===== src/rtl/regfile_wb_scoreboard.sv =====
// Destination-side register file: 32 general registers with a per-register busy
// scoreboard, issue-time WAW guard, write-back bypass on both read ports and a sticky wb_err.
module regfile_wb_scoreboard #(
  parameter int unsigned DATA_W = 32,
  parameter int unsigned ADDR_W = 5,
  parameter int unsigned NREGS  = 32
) (
  input  logic              clk,
  input  logic              rst_n,
  input  logic [ADDR_W-1:0] rs_addr,
  input  logic [ADDR_W-1:0] rt_addr,
  output logic [DATA_W-1:0] rs_data,
  output logic [DATA_W-1:0] rt_data,
  output logic              rs_busy,
  output logic              rt_busy,
  input  logic              issue_valid,
  input  logic [ADDR_W-1:0] issue_addr,
  output logic              issue_ready,
  input  logic              wb_valid,
  input  logic [ADDR_W-1:0] wb_addr,
  input  logic [DATA_W-1:0] wb_data,
  output logic              wb_err
);

  logic [DATA_W-1:0] regs [NREGS];
  logic [NREGS-1:0]  busy;
  logic [NREGS-1:0]  busy_next;
  logic              wb_live;
  logic              issue_fire;
  logic              err_set;

  assign wb_live    = wb_valid && (wb_addr != '0);
  assign issue_fire = issue_valid && issue_ready && (issue_addr != '0);
  assign err_set    = wb_live && !busy[wb_addr];

  // Clear from write-back first so a same-cycle re-issue of that register wins.
  always_comb begin
    busy_next = busy;
    if (wb_live)
      busy_next[wb_addr] = 1'b0;
    if (issue_fire)
      busy_next[issue_addr] = 1'b1;
    busy_next[0] = 1'b0;
  end

  always_ff @(posedge clk or negedge rst_n) begin
    if (!rst_n) begin
      for (int unsigned i = 0; i < NREGS; i++)
        regs[i] <= '0;
      busy   <= '0;
      wb_err <= 1'b0;
    end else begin
      if (wb_live)
        regs[wb_addr] <= wb_data;
      busy <= busy_next;
      if (err_set)
        wb_err <= 1'b1;
    end
  end

  // Bypassed reads report not-busy: the write-back retires the reservation being read.
  always_comb begin
    rs_data = '0;
    rs_busy = 1'b0;
    if (rst_n && (rs_addr != '0)) begin
      if (wb_valid && (wb_addr == rs_addr)) begin
        rs_data = wb_data;
      end else begin
        rs_data = regs[rs_addr];
        rs_busy = busy[rs_addr];
      end
    end
  end

  always_comb begin
    rt_data = '0;
    rt_busy = 1'b0;
    if (rst_n && (rt_addr != '0)) begin
      if (wb_valid && (wb_addr == rt_addr)) begin
        rt_data = wb_data;
      end else begin
        rt_data = regs[rt_addr];
        rt_busy = busy[rt_addr];
      end
    end
  end

  always_comb begin
    if (!rst_n)
      issue_ready = issue_valid;
    else
      issue_ready = !busy[issue_addr]
                 || (wb_valid && (wb_addr == issue_addr))
                 || (issue_addr == '0);
  end

endmodule


===== config.mk =====
export PLATFORM = sky130hd
export DESIGN_NAME = regfile_wb_scoreboard
export DESIGN_NICKNAME = d
export VERILOG_FILES = /design/src/rtl/regfile_wb_scoreboard.sv
export SDC_FILE = /design/constraint.sdc
export NUM_CORES = 2
export LEC_CHECK = 0
export ABC_AREA = 1
export CAP_MARGIN = 15
export CORE_MARGIN = 2
export CORE_UTILIZATION = 35
export CTS_BUF_LIST = sky130_fd_sc_hd__clkbuf_16
export CTS_CLUSTER_DIAMETER = 120
export CTS_CLUSTER_SIZE = 28
export DETAILED_ROUTE_END_ITERATION = 10
export PLACE_DENSITY = 0.56
export RECOVER_POWER = 100
export SLEW_MARGIN = 10
export SYNTH_ARGS = -nofsm -noshare
export SYNTH_HDL_FRONTEND = slang
export SYNTH_SLANG_ARGS = --single-unit

===== constraint.sdc =====
create_clock -name clk -period 3.1 [get_ports clk]
set_input_delay 0.465 -clock clk [delete_from_list [all_inputs] [get_ports clk]]
set_output_delay 0.465 -clock clk [all_outputs]
set_load 0.03 [all_outputs]

==> results.txt <==
Tot Pwr - 35.7 mW
Global Route Usage Sum - 30.0%
setup violators final - 0
Worst setup EP type - output pin
row cnt - 150
CTS Root Cell - clkbuf_16
Final Hold Fails - 0
Final GP Congestion - 0.954
most common cell after layout, fill and taps aside - nand2_1
Total Wirelength - 265000 µm
initial antenna violation count - 13
Inst Count DP - 10343
# nets final - 8243
Tcrit/Tclk final - 99.9%
RSZ-0062 raised after global routing - no
final worst path period need - 3.10 ns
CP peak stage delay - 0.49 ns
layout cell share with drive strength beyond 1 - 7.13%
clk slew on worst S/H paths - 0.13 ns
critical path type - primary input to output pin
Fillers - 17426
Max Cap Violations - 5
biggest area consumer among synthesized cells - dfrtp_1
area of the multi-input gates - 27900 µm²
worst slew pin tran - 1.84 ns
CTS tree - yes
CP startpoint kind - primary input
Routed wire per std cell - 25.5 µm
hold slack - 0.157 ns
leading cell types in the layout, fill and taps excluded - nand2_1 (2260), a21oi_1 (1122), dfrtp_1 (1056)
Inserted Clock Buffers - 44
Synth Net Count - 8394
clk buf depth - 3
Layout Skew - 0.0376 ns
largest net degree at the start of global routing - 173
Area contributors post-synth - dfrtp_1 (45%), nand2_1 (14%), a21oi_1 (9.5%)
Util after Layout - 39.3%
vias in the first global route - 55414
# H-tree levels - 2
flops & latches, synth - 1056
Remaining DRCs - 0
DIE AREA - 172000 µm²
number of top-level pins - 124
synth unique cells - 32
via count - 59717
first-pass GRT wire length - 387000 µm
failing checks - max-capacitance violations, max-slew violations
Tightest Hold Check Type - primary input to asynchronous set/reset pin
mean post-synth cell area - 7.10 µm²
die height - 415 µm
sequential cell area fraction in the yosys report - 44.6%
VDD IR max - 0.397 mV
1st-pass router iterations - 6
Leak - 29.3 nW
arrival time at the worst endpoint - 2.63 ns
register area - 26400 µm²
yosys warns - 0
fmax - 323 MHz
vias per cell - 5.74
slew margin rel. - -22.4%
CP most frequent cell - buf_12
Skew-Pair Late Insertion Delay - 0.70 ns
Netlist Area Pre-Place - 59200 µm²
area grow syn2layout - 11.2%
Post-DRT Antenna Nets - 0
PwrDens - 543 nW/µm²
fin cells - 10400
chip width - 415 µm
total congestion overflow - 0
core area - 168000 µm²
Post-DP HPWL - 170000 µm
outcome - complete, but fails checks
Initial Util - 35.3%
CP Max Fanout - 13
Slew Limit Fails - 504
Req. time, crit path - 2.63 ns
setup TNS - 0 ns
worst path cell trace - clkdlybuf4s50_1, buf_4, inv_1, a21oi_1, nand4_1, buf_4, nand2_1, inv_1, buf_12, buf_12, nand3_1, nand2_1, buf_12
CTS sink count - 1056
IO buf count - 123
Max stage delay cell, worst path - clkdlybuf4s50_1
cell count after synthesis - 8338
top-area cell type share of the netlist area - 44.6%
Detailed Route Iter0 Violations - 7721
[layout make-up]
| cell class | count | area share, % |
|---|---|---|
| sequential | 1056 | 40.1 |
| tap | 2204 | 4.19 |
| clock inverter | 3 | 0.0608 |
| clock buffer | 45 | 1.71 |
| multi-input combinational | 6076 | 42.4 |
| timing repair buffer | 579 | 9.05 |
| inverter | 430 | 2.49 |
| antenna | 7 | 0.0266 |
[final timing paths]
kind	from	endpoint	slack, ns	cells past startpoint
hold reg to reg	regs[1002]	regs[1002]	0.41	0
max in group asynchronous	rst_n	regs[433]	0.49	4
min in group clk	regs[1002]	regs[1002]	0.41	0
hold / removal	rst_n	busy[13]	0.16	2
setup reg to reg	busy[30]	busy[10]	1.26	12
setup / recovery	wb_valid	rt_data[2]	0.003	13
[per-stage QoR]
step / setup WS [ns] / instance area, µm²
2_1_floorplan: 0.556 / 59200
3_3_place_gp: -0.181 / 66200
3_5_place_dp: -0.138 / 66200
4_1_cts: 0.0151 / 67400
5_1_grt: 0.00166 / 65800
6_report: 0.00298 / 65900
[repair_timing]
item | 4_1_cts | 5_1_grt
setup buffers | 1 | 0
hold buffers | 1 | 0
setup endpoints to repair | 35 | 12
resized for setup | 18 | 7
hold endpoints to repair | 85 | 0
gates cloned | 0 | 0
pin swaps | 2 | 1
[cells by family after synthesis]
logic type             synth area share, %
buffers and inverters                 8.22
flip-flops                            44.6
AND/OR/NAND/NOR                       25.6
AO/OA/AOI/OAI                         21.5
XOR/XNOR                            0.0444
[Yosys cell counts, drive strengths merged]
master  instances
buf           298
clkbuf        478
o21ai        1007
a22oi           4
o211ai        258
xor2            3
nand2        2271
nand4           6
o21bai          1
a21oi        1122
dfrtp        1056
clkinv          4
nand3b         59
a31oi          10
o21a            1
nor3           20
inv           426
o22ai           5
or2             1
nor2          556
nand3         752
[sequential cells by signal (all words and copies together) (netlist names)]
name / flops
busy: 31
regs: 1024
wb_err: 1
[per-layer routing]
layer,vias to the layer above,GRT usage [%],share of wire [%]
met1,28745,39.6,40
met3,652,4.71,9.0
li1,27205,-,-
met2,3107,47.2,45
met4,8,16.0,6.3
met5,-,0,0.024
[worst max-delay path: cells and delay by family]
family                 cells  cell delay [ns]
AOI/OAI and AO/OA          1             0.12
and+or+nand+nor            4             0.56
buffers and inverters      8             1.47
[report_power, final]
group,switching (mW),leakage [nW],internal [mW]
sequential,1.99,12.8,16.8
combinational,6.09,15.9,3.44
clock,4.80,0.573,2.66
total,12.9,29.3,22.9
(Power assumes the default switching activity.)
